`config.mk`:
```
export PLATFORM = sky130hd
export DESIGN_NAME = score_tally_flat
export DESIGN_NICKNAME = d
export VERILOG_FILES = /design/src/rtl/score_tally_if.sv /design/src/rtl/score_tally.sv /design/src/flat_wrapper.sv
export SDC_FILE = /design/constraint.sdc
export NUM_CORES = 1
export LEC_CHECK = 0
export CAP_MARGIN = 20
export CELL_PAD_IN_SITES_DETAIL_PLACEMENT = 1
export CELL_PAD_IN_SITES_GLOBAL_PLACEMENT = 2
export CORE_MARGIN = 2
export CORE_UTILIZATION = 35
export CTS_BUF_LIST = sky130_fd_sc_hd__clkbuf_2
export CTS_CLUSTER_DIAMETER = 200
export CTS_CLUSTER_SIZE = 8
export DETAILED_ROUTE_END_ITERATION = 8
export HOLD_SLACK_MARGIN = 0.15
export PLACE_DENSITY_LB_ADDON = 0.1
export SLEW_MARGIN = 20
export SYNTH_ARGS = -nofsm -noshare
export SYNTH_HDL_FRONTEND = slang
export SYNTH_SLANG_ARGS = --single-unit
```
`constraint.sdc`:
```
create_clock -name frame_clk -period 18.29 [get_ports frame_clk]
set_input_delay 2.7435 -clock frame_clk [delete_from_list [all_inputs] [get_ports frame_clk]]
set_output_delay 2.7435 -clock frame_clk [all_outputs]
set_load 0.1 [all_outputs]
```
`src/rtl/score_tally_if.sv`:
```
// score_tally_if: keycode/lane inputs and score/status/display outputs of the score_tally stage.
// The DUT side uses the slave modport; the driver/observer side uses master.
interface score_tally_if #(
    parameter int N_LANES = 32
);
    logic [7:0]         keycode;
    logic [N_LANES-1:0] score_in;
    logic [15:0]        score_total;
    logic [11:0]        hit_count;
    logic               hit_pulse;
    logic               playing;
    logic               game_over;
    logic [6:0]         HEX0;
    logic [6:0]         HEX1;
    logic [6:0]         HEX2;
    logic [6:0]         HEX3;

    modport master (
        output keycode, score_in,
        input  score_total, hit_count, hit_pulse, playing, game_over,
        input  HEX0, HEX1, HEX2, HEX3
    );

    modport slave (
        input  keycode, score_in,
        output score_total, hit_count, hit_pulse, playing, game_over,
        output HEX0, HEX1, HEX2, HEX3
    );
endinterface

```
`src/rtl/score_tally.sv`:
```
// score_tally: rising-edge hit detection and saturating score/hit totals, gated by an Idle/Playing/Done game FSM.
// Define SCORE_TALLY_HEX_EN to decode score_total onto HEX0..HEX3; otherwise all digits are blanked.

`ifdef SCORE_TALLY_HEX_EN
module score_tally_hex7 (
    input  logic [3:0] nibble,
    output logic [6:0] seg
);
    always_comb begin
        case (nibble)
            4'h0:    seg = 7'b1000000;
            4'h1:    seg = 7'b1111001;
            4'h2:    seg = 7'b0100100;
            4'h3:    seg = 7'b0110000;
            4'h4:    seg = 7'b0011001;
            4'h5:    seg = 7'b0010010;
            4'h6:    seg = 7'b0000010;
            4'h7:    seg = 7'b1111000;
            4'h8:    seg = 7'b0000000;
            4'h9:    seg = 7'b0010000;
            4'hA:    seg = 7'b0001000;
            4'hB:    seg = 7'b0000011;
            4'hC:    seg = 7'b1000110;
            4'hD:    seg = 7'b0100001;
            4'hE:    seg = 7'b0000110;
            default: seg = 7'b0001110;
        endcase
    end
endmodule
`endif

module score_tally #(
    parameter int N_LANES     = 32,
    parameter int POINTS      = 10,
    parameter int SONG_FRAMES = 4000
) (
    input logic          frame_clk,
    input logic          Reset,
    score_tally_if.slave bus
);
    localparam int          CNT_W      = $clog2(N_LANES + 1);
    localparam logic [11:0] LAST_FRAME = 12'(SONG_FRAMES - 1);
    localparam logic [7:0]  KEY_START  = 8'h2C;
    localparam logic [7:0]  KEY_QUIT   = 8'h01;

    typedef enum logic [1:0] {IDLE, PLAYING, DONE} state_t;

    state_t             state;
    state_t             state_next;
    logic [N_LANES-1:0] prev;
    logic [N_LANES-1:0] rise;
    logic [CNT_W-1:0]   n_rise;
    logic [11:0]        frame_cnt;
    logic [11:0]        frame_cnt_next;
    logic [15:0]        score_total_q;
    logic [15:0]        score_total_next;
    logic [11:0]        hit_count_q;
    logic [11:0]        hit_count_next;
    logic               hit_pulse_q;
    logic               hit_pulse_next;
    logic               playing_q;
    logic               game_over_q;
    logic [16:0]        total_sum;
    logic [12:0]        hits_sum;

    assign rise = bus.score_in & ~prev;

    always_comb begin
        n_rise = '0;
        for (int i = 0; i < N_LANES; i++)
            n_rise = n_rise + CNT_W'(rise[i]);
    end

    // One extra bit on each sum turns overflow into a carry that selects the clamp value.
    assign total_sum = {1'b0, score_total_q} + 17'(n_rise) * 17'(POINTS);
    assign hits_sum  = {1'b0, hit_count_q} + 13'(n_rise);

    always_comb begin
        state_next       = state;
        frame_cnt_next   = frame_cnt;
        score_total_next = score_total_q;
        hit_count_next   = hit_count_q;
        hit_pulse_next   = 1'b0;
        case (state)
            IDLE: begin
                if (bus.keycode == KEY_START)
                    state_next = PLAYING;
            end
            PLAYING: begin
                // Quitting discards any hit arriving on the same frame.
                if (bus.keycode == KEY_QUIT) begin
                    state_next       = IDLE;
                    frame_cnt_next   = '0;
                    score_total_next = '0;
                    hit_count_next   = '0;
                end else begin
                    score_total_next = total_sum[16] ? 16'hFFFF : total_sum[15:0];
                    hit_count_next   = hits_sum[12] ? 12'hFFF : hits_sum[11:0];
                    hit_pulse_next   = (n_rise != '0);
                    frame_cnt_next   = frame_cnt + 12'd1;
                    if (frame_cnt == LAST_FRAME)
                        state_next = DONE;
                end
            end
            DONE: begin
                if (bus.keycode == KEY_QUIT) begin
                    state_next       = IDLE;
                    frame_cnt_next   = '0;
                    score_total_next = '0;
                    hit_count_next   = '0;
                end
            end
            default: state_next = IDLE;
        endcase
    end

    always_ff @(posedge frame_clk) begin
        if (!Reset) begin
            state         <= IDLE;
            prev          <= '1;
            frame_cnt     <= '0;
            score_total_q <= '0;
            hit_count_q   <= '0;
            hit_pulse_q   <= 1'b0;
            playing_q     <= 1'b0;
            game_over_q   <= 1'b0;
        end else begin
            state         <= state_next;
            prev          <= bus.score_in;
            frame_cnt     <= frame_cnt_next;
            score_total_q <= score_total_next;
            hit_count_q   <= hit_count_next;
            hit_pulse_q   <= hit_pulse_next;
            playing_q     <= (state_next == PLAYING);
            game_over_q   <= (state_next == DONE);
        end
    end

    assign bus.score_total = score_total_q;
    assign bus.hit_count   = hit_count_q;
    assign bus.hit_pulse   = hit_pulse_q;
    assign bus.playing     = playing_q;
    assign bus.game_over   = game_over_q;

`ifdef SCORE_TALLY_HEX_EN
    score_tally_hex7 u_hex0 (.nibble(score_total_q[3:0]),   .seg(bus.HEX0));
    score_tally_hex7 u_hex1 (.nibble(score_total_q[7:4]),   .seg(bus.HEX1));
    score_tally_hex7 u_hex2 (.nibble(score_total_q[11:8]),  .seg(bus.HEX2));
    score_tally_hex7 u_hex3 (.nibble(score_total_q[15:12]), .seg(bus.HEX3));
`else
    assign bus.HEX0 = 7'h7F;
    assign bus.HEX1 = 7'h7F;
    assign bus.HEX2 = 7'h7F;
    assign bus.HEX3 = 7'h7F;
`endif
endmodule
```
`src/flat_wrapper.sv`:
```
// flat-port wrapper written by rule: the top's interface ports become plain ports
module score_tally_flat 
#(
    parameter int N_LANES     = 32,
    parameter int POINTS      = 10,
    parameter int SONG_FRAMES = 4000
)
  (frame_clk, Reset, bus_keycode, bus_score_in, bus_score_total, bus_hit_count, bus_hit_pulse, bus_playing, bus_game_over, bus_HEX0, bus_HEX1, bus_HEX2, bus_HEX3);
  score_tally_if #(.N_LANES(N_LANES)) bus_i ();
  input logic frame_clk;
  input logic Reset;
  input wire logic [$bits(bus_i.keycode)-1:0] bus_keycode;
  input wire logic [$bits(bus_i.score_in)-1:0] bus_score_in;
  output wire logic [$bits(bus_i.score_total)-1:0] bus_score_total;
  output wire logic [$bits(bus_i.hit_count)-1:0] bus_hit_count;
  output wire logic [$bits(bus_i.hit_pulse)-1:0] bus_hit_pulse;
  output wire logic [$bits(bus_i.playing)-1:0] bus_playing;
  output wire logic [$bits(bus_i.game_over)-1:0] bus_game_over;
  output wire logic [$bits(bus_i.HEX0)-1:0] bus_HEX0;
  output wire logic [$bits(bus_i.HEX1)-1:0] bus_HEX1;
  output wire logic [$bits(bus_i.HEX2)-1:0] bus_HEX2;
  output wire logic [$bits(bus_i.HEX3)-1:0] bus_HEX3;
  assign bus_i.keycode = bus_keycode;
  assign bus_i.score_in = bus_score_in;
  assign bus_score_total = bus_i.score_total;
  assign bus_hit_count = bus_i.hit_count;
  assign bus_hit_pulse = bus_i.hit_pulse;
  assign bus_playing = bus_i.playing;
  assign bus_game_over = bus_i.game_over;
  assign bus_HEX0 = bus_i.HEX0;
  assign bus_HEX1 = bus_i.HEX1;
  assign bus_HEX2 = bus_i.HEX2;
  assign bus_HEX3 = bus_i.HEX3;
  score_tally #(.N_LANES(N_LANES), .POINTS(POINTS), .SONG_FRAMES(SONG_FRAMES)) u_core (.frame_clk(frame_clk), .Reset(Reset), .bus(bus_i));
endmodule
```
==> results.py, run 1 <==
metrics = {
    "status": {
        "status": "finished, final reports clean",
    },
    "routing": {
        "via_per_inst": 4.899,
        "wirelength_mm": 12.10,
        "drt_first_pass_iters": 4,
        "vias": 3900,
        "drt_iter0_drc": 132,
        "post_drt_wl_per_cell_um": 15.21,
        "antenna_left": 0,
        "drcViolationCount": 0,
    },
    "placement": {
        "numPortBuffers": 72,
        "placed_cells": 780,
        "hpwl_mm": 9.464,
        "gp_congestion": 0.8107,
    },
    "setup_path": {
        "critPathTopFamily": "adder cells",
        "cp_slowest_cell": "fa_1",
        "crit_buf_inv": 5,
        "crit_arrival_ps": 11160,
        "worst_path_most_repeated_cell": "fa_1",
        "worstSetupPathType": "in2reg",
        "critical_path.startpoint_type": "primary input",
        "cp_max_fo": 7,
        "slowest_delay_ps": 570,
        "end_kind": "register",
        "required_ps": 18820,
    },
    "sta": {
        "hold_violations": 0,
        "maxSlewHeadroom_pct": 33.29,
        "min_period_ps": 10640,
        "finalSetupTns_ps": 0,
        "finClkSkew_ps": 16.44,
        "setup_viol": 0,
        "min_period_over_period_pct": 58.15,
        "tightest_slew_ps": 997.5,
        "clock.fmax_mhz": 94.02,
        "drv_slew": 0,
        "grt_setup_unrepaired": "false",
    },
    "pwr": {
        "seq_power_share_pct": 29.6,
        "comb_power_share_pct": 55.8,
        "p_int_uw": 318.7,
        "power_frac_clock_pct": 14.5,
        "power_density_nw_per_um2": 99.18,
        "peakVddDrop_uv": 97.93,
        "swShare_pct": 45.49,
        "power.leakage_nw": 2.579,
        "switchingPower_uw": 266.0,
        "p_total_uw": 584.6,
    },
    "finish": {
        "filler_cell_count": 1638,
        "fin_cells": 796,
        "multi_input_area_um2": 3132,
        "antenna_cells": 0,
        "area.growth.synth_to_final_pct": 17.83,
        "ff_latch_area_um2": 1541,
        "nets": 714,
        "layout-drive-gt1-share_pct": 6.169,
    },
    "logic_synthesis": {
        "synth_area_per_cell_um2": 9.315,
        "synth_top_area_share_pct": 30.82,
        "yosysTopAreaCell": "dfxtp_1",
        "ys.flop_type": "dfxtp_1",
        "synth.distinct_cells": 71,
        "ys_ff_latch": 77,
        "synth_cells": 537,
        "synth_edf_count": 0,
        "netlist_area_um2": 5002,
        "synthArstFlopShare_pct": 0,
        "synth_warnings": 0,
        "ys_seq_area_share_pct": 30.82,
        "synth.area.top_cells": "dfxtp_1 (31%), fa_1 (11%), ha_1 (8.5%)",
    },
    "flow_run": {
        "maxCapViolCount": 0,
    },
    "grt": {
        "grt_first_pass_wirelength_mm": 20.11,
        "antenna_found_initial": 0,
        "grt_use_total_pct": 16.98,
        "gr-total-overflow": 0,
        "grt_pass1_vias": 4058,
        "grt_max_degree": 44,
        "grtUsageMet1_pct": 22.68,
        "global_route.usage.met2_pct": 27.64,
        "grt_use_met3_pct": 3.229,
        "top_usage_layer": "met2",
    },
    "clock_tree": {
        "tritoncts": "done",
        "post_cts_buffers": 0,
        "h-tree-depth": 3,
        "cts_buffers": 9,
        "clock_sinks": 77,
        "clk_latency_ps": 570,
        "ctsHoldBuffers": 0,
        "cts.clk_slew.worst_paths_ps": 220,
        "clockBufferDepth": 2,
        "cts_resized": 0,
        "cts_root_buf": "clkbuf_2",
    },
    "floorplanning": {
        "fp-row-count": 43,
        "start_util_pct": 35.90,
        "core-area_um2": 13930,
        "die_x_um": 123.6,
        "die-height_um": 123.6,
        "io_pins": 101,
        "die_area_um2": 15260,
    },
    "worst_hold_path": {
        "hold_path_class": "reg2reg",
    },
}
final timing paths:
path,endpoint,slack (ps),start,cells past startpoint
max,u_core.bus.score_total[13]$_SDFFE_PN0P_,7650,bus_score_in[0],30
min,u_core.frame_cnt[10]$_SDFFE_PN0P_,520,u_core.frame_cnt[10]$_SDFFE_PN0P_,2
max reg2reg,u_core.bus.score_total[13]$_SDFFE_PN0P_,9990,u_core.prev[0]$_SDFF_PN1_,29
min reg2reg,u_core.frame_cnt[10]$_SDFFE_PN0P_,520,u_core.frame_cnt[10]$_SDFFE_PN0P_,2
layer usage:
metal / up-vias / part of all wire [%]
met5: - / 0
met1: 1885 / 48
li1: 1931 / -
met4: 0 / 1.5
met3: 12 / 3.8
met2: 72 / 46
tightest hold or removal path: cells and delay by family (launching register included):
family	cells	cell delay (ps)
flip-flops	1	370
AO/OA/AOI/OAI	2	140
flip-flops by register name, indices dropped and copies added, names as in the netlist:
| name | cells |
|---|---|
| u_core.prev | 32 |
| u_core.bus.score_total | 16 |
| u_core.bus.hit_count | 12 |
| u_core.frame_cnt | 12 |
| u_core.state | 2 |
| u_core.bus.game_over | 1 |
| u_core.bus.hit_pulse | 1 |
| u_core.bus.playing | 1 |
layout by cell type (no fill, tap or decap), types with 6 or more instances in the layout:
master	instances
dfxtp_1	77
clkdlybuf4s50_1	72
nand2b_1	52
inv_1	44
ha_1	34
nand2_1	30
conb_1	28
fa_1	27
nor2b_1	24
nor2_1	23
o21ai_0	14
nand3_1	14
a21oi_1	13
xor2_1	13
xnor2_1	10
a21o_1	9
clkbuf_2	9
o21a_1	8
nor3_1	8
a22oi_1	8
and2_1	6
cell usage after synthesis, drive strengths merged, types with 4 or more instances:
cell type,number
a211oi,4
a21o,10
a21oi,13
a22o,5
a22oi,8
a31oi,6
and2,7
and3,7
buf,32
clkbuf,5
dfxtp,77
fa,27
ha,34
inv,45
nand2,32
nand2b,52
nand3,14
nand4,5
nor2,25
nor2b,25
nor3,8
o21a,8
o21ai,15
o22ai,4
xnor2,11
xor2,13
cell type report:
cell class	count	share of cell area, %
inverter	46	2.972
tap	180	3.821
clock inverter	7	0.8066
timing repair buffer	73	12.35
multi-input combinational	404	53.13
sequential	77	26.15
clock buffer	9	0.7642
stage by stage:
stage	setup slack [ps]	cell area (um2)	util [%]	hold slack (ps)
2_1_floorplan	8077	5104	-	448.4
3_3_place_gp	7173	5802	41.64	468.5
3_5_place_dp	6964	5802	41.64	492.5
4_1_cts	7617	5894	42.30	518.8
5_1_grt	7124	5894	42.30	565.5
6_report	7654	5894	42.30	517.8
cell families after synthesis:
group | after synthesis | share of synthesized area, %
simple gates | 184 | 20.79
compound gates | 105 | 15.63
buf+inv | 83 | 8.604
flops | 77 | 30.82
fa+ha+maj | 62 | 19.53
xor+xnor | 24 | 4.352
other cells | 1 | 0.07497
mux | 1 | 0.2001
power by group through the flow:
stage	Clock [mW]	Sequential (mW)	Combinational (mW)
2_1_floorplan	0	0.178	0.247
3_3_place_gp	0	0.176	0.324
3_5_place_dp	0	0.177	0.329
4_1_cts	0.0909	0.173	0.334
5_1_grt	0.0963	0.174	0.373
6_report	0.0848	0.173	0.326
Power figures use the tool's default switching activity.
==> inputs of run 2 (changes only) <==
--- a/config.mk
+++ b/config.mk
@@ -9,7 +9,7 @@
 export CELL_PAD_IN_SITES_DETAIL_PLACEMENT = 1
 export CELL_PAD_IN_SITES_GLOBAL_PLACEMENT = 2
 export CORE_MARGIN = 2
-export CORE_UTILIZATION = 35
+export CORE_UTILIZATION = 29
 export CTS_BUF_LIST = sky130_fd_sc_hd__clkbuf_2
 export CTS_CLUSTER_DIAMETER = 200
 export CTS_CLUSTER_SIZE = 8
==> constraint.sdc (replaced) <==
create_clock -name frame_clk -period 9.3 [get_ports frame_clk]
set_input_delay 1.395 -clock frame_clk [delete_from_list [all_inputs] [get_ports frame_clk]]
set_output_delay 1.395 -clock frame_clk [all_outputs]
set_load 0.1 [all_outputs]
==> results.py, run 2 (synthesis results as in run 1) <==
metrics = {
    "status": {
        "status": "finished, final reports clean",
    },
    "placement": {
        "gp_congestion": 0.8224,
        "hpwl_mm": 9.838,
        "numPortBuffers": 72,
    },
    "finish": {
        "nets": 740,
        "largest_reg_flops": 32,
        "layout-drive-gt1-share_pct": 10.44,
        "mostFrequentLayoutCells": "dfxtp_1 (77), clkdlybuf4s50_1 (72), nand2b_1 (52)",
        "final_common_cell": "dfxtp_1",
        "filler_cell_count": 1986,
        "area.growth.synth_to_final_pct": 24.06,
        "regMostFlops": "u_core.prev",
    },
    "grt": {
        "antenna_found_initial": 1,
        "grt_use_total_pct": 14.92,
        "gr-total-overflow": 0,
        "grt_first_pass_wirelength_mm": 21.51,
        "grt_max_degree": 44,
        "grt_pass1_vias": 4232,
    },
    "flow_run": {
        "maxCapViolCount": 0,
    },
    "routing": {
        "drcViolationCount": 0,
        "via_per_inst": 4.628,
        "antenna_left": 0,
        "drt_iter0_drc": 99,
        "wirelength_mm": 12.74,
        "drt_first_pass_iters": 4,
        "vias": 4017,
        "post_drt_wl_per_cell_um": 14.68,
    },
    "setup_path": {
        "slowest_delay_ps": 570,
        "end_kind": "register",
        "required_ps": 9820,
        "worst_path_most_repeated_cell": "fa_1",
        "critical_path.startpoint_type": "primary input",
        "crit_arrival_ps": 9400,
        "worstSetupPathType": "in2reg",
        "cp_max_fo": 3,
        "cp_slowest_cell": "fa_1",
    },
    "clock_tree": {
        "clock_sinks": 77,
        "cts_buffers": 9,
        "h-tree-depth": 3,
        "cts.clk_slew.worst_paths_ps": 230,
        "post_cts_buffers": 0,
        "tritoncts": "done",
        "clockBufferDepth": 2,
        "cts_root_buf": "clkbuf_2",
        "clk_latency_ps": 580,
    },
    "floorplanning": {
        "start_util_pct": 29.33,
        "io_pins": 101,
        "fp-row-count": 48,
        "die_x_um": 135.3,
        "die-height_um": 135.3,
        "core-area_um2": 17060,
        "die_area_um2": 18320,
    },
    "pwr": {
        "power_density_nw_per_um2": 209.0,
        "power.leakage_nw": 2.734,
        "peakVddDrop_uv": 166.3,
        "p_total_mw": 1.297,
    },
    "sta": {
        "min_period_ps": 8888,
        "setup_viol": 0,
        "clock.fmax_mhz": 112.5,
        "finClkSkew_ps": 29.49,
        "drv_slew": 0,
        "maxSlewHeadroom_pct": 32.32,
        "hold_violations": 0,
        "min_period_over_period_pct": 95.57,
        "grt_setup_unrepaired": "false",
        "tightest_slew_ps": 1012,
        "finalHoldWorstSlack_ps": 511.8,
    },
    "worst_hold_path": {
        "hold_path_class": "reg2reg",
    },
}
run 2: report_power, final:
group / leakage, nW / switching (mW) / internal, mW
sequential: 0.630 / 0.00225 / 0.339
combinational: 2.02 / 0.403 / 0.325
clock: 0.0831 / 0.136 / 0.0924
total: 2.73 / 0.541 / 0.756
run 2: area by class of cell:
| type | count | area, um2 | area share [%] |
|---|---|---|---|
| inverters | 46 | 175.2 | 2.823 |
| well taps | 225 | 281.5 | 4.536 |
| repair buffers | 99 | 923.4 | 14.88 |
| flip-flops and latches | 77 | 1541 | 24.84 |
| diodes | 1 | 2.502 | 0.04032 |
| clock inverters | 6 | 93.84 | 1.512 |
| multi-input cells | 404 | 3138 | 50.56 |
| clock buffers | 10 | 50.05 | 0.8065 |
run 2: worst max-delay path: cells and delay by family:
family / cells / cell delay, ps
fa+ha+maj: 11 / 4790
compound gates: 7 / 1000
buf+inv: 7 / 930
simple gates: 4 / 870
xor+xnor: 3 / 420
run 2: layer usage:
| layer | track usage (%) | part of all wire, % | vias up |
|---|---|---|---|
| met3 | 2.507 | 3.2 | 11 |
| met5 | 0 | 0 | - |
| met1 | 19.94 | 49 | 1953 |
| met4 | 5.556 | 1.6 | 0 |
| li1 | - | - | 1981 |
| met2 | 24.25 | 47 | 72 |
run 2: worst paths after layout:
path	from	end	slack, ps	cells past startpoint
worst max-delay path	bus_score_in[0]	u_core.bus.score_total[13]$_SDFFE_PN0P_	410	32
worst min-delay path	u_core.frame_cnt[10]$_SDFFE_PN0P_	u_core.frame_cnt[10]$_SDFFE_PN0P_	510	2
worst max register to register	u_core.prev[0]$_SDFF_PN1_	u_core.bus.score_total[13]$_SDFFE_PN0P_	1370	31
worst min register to register	u_core.frame_cnt[10]$_SDFFE_PN0P_	u_core.frame_cnt[10]$_SDFFE_PN0P_	510	2
run 2: timing repair:
item / CTS / global route
hold buffers: 0 / 0
hold endpoints to repair: 0 / 0
resized for setup: 0 / 3
endpoints found under the setup margin: 0 / 5
run 2: per-stage QoR:
stage | utilization (%) | std cells | worst slack [ps] | cell area [um2] | TNS [ps]
finish | 36.39 | 868 | 412.0 | 6206 | 0
floorplan | - | 564 | 435.2 | 5104 | 0
CTS | 36.33 | 867 | 329.9 | 6197 | 0
global placement | 35.49 | 851 | -191.3 | 6053 | -1762
global route | 36.39 | 868 | 0.6963 | 6206 | 0
detailed placement | 35.49 | 851 | -286.6 | 6053 | -2078
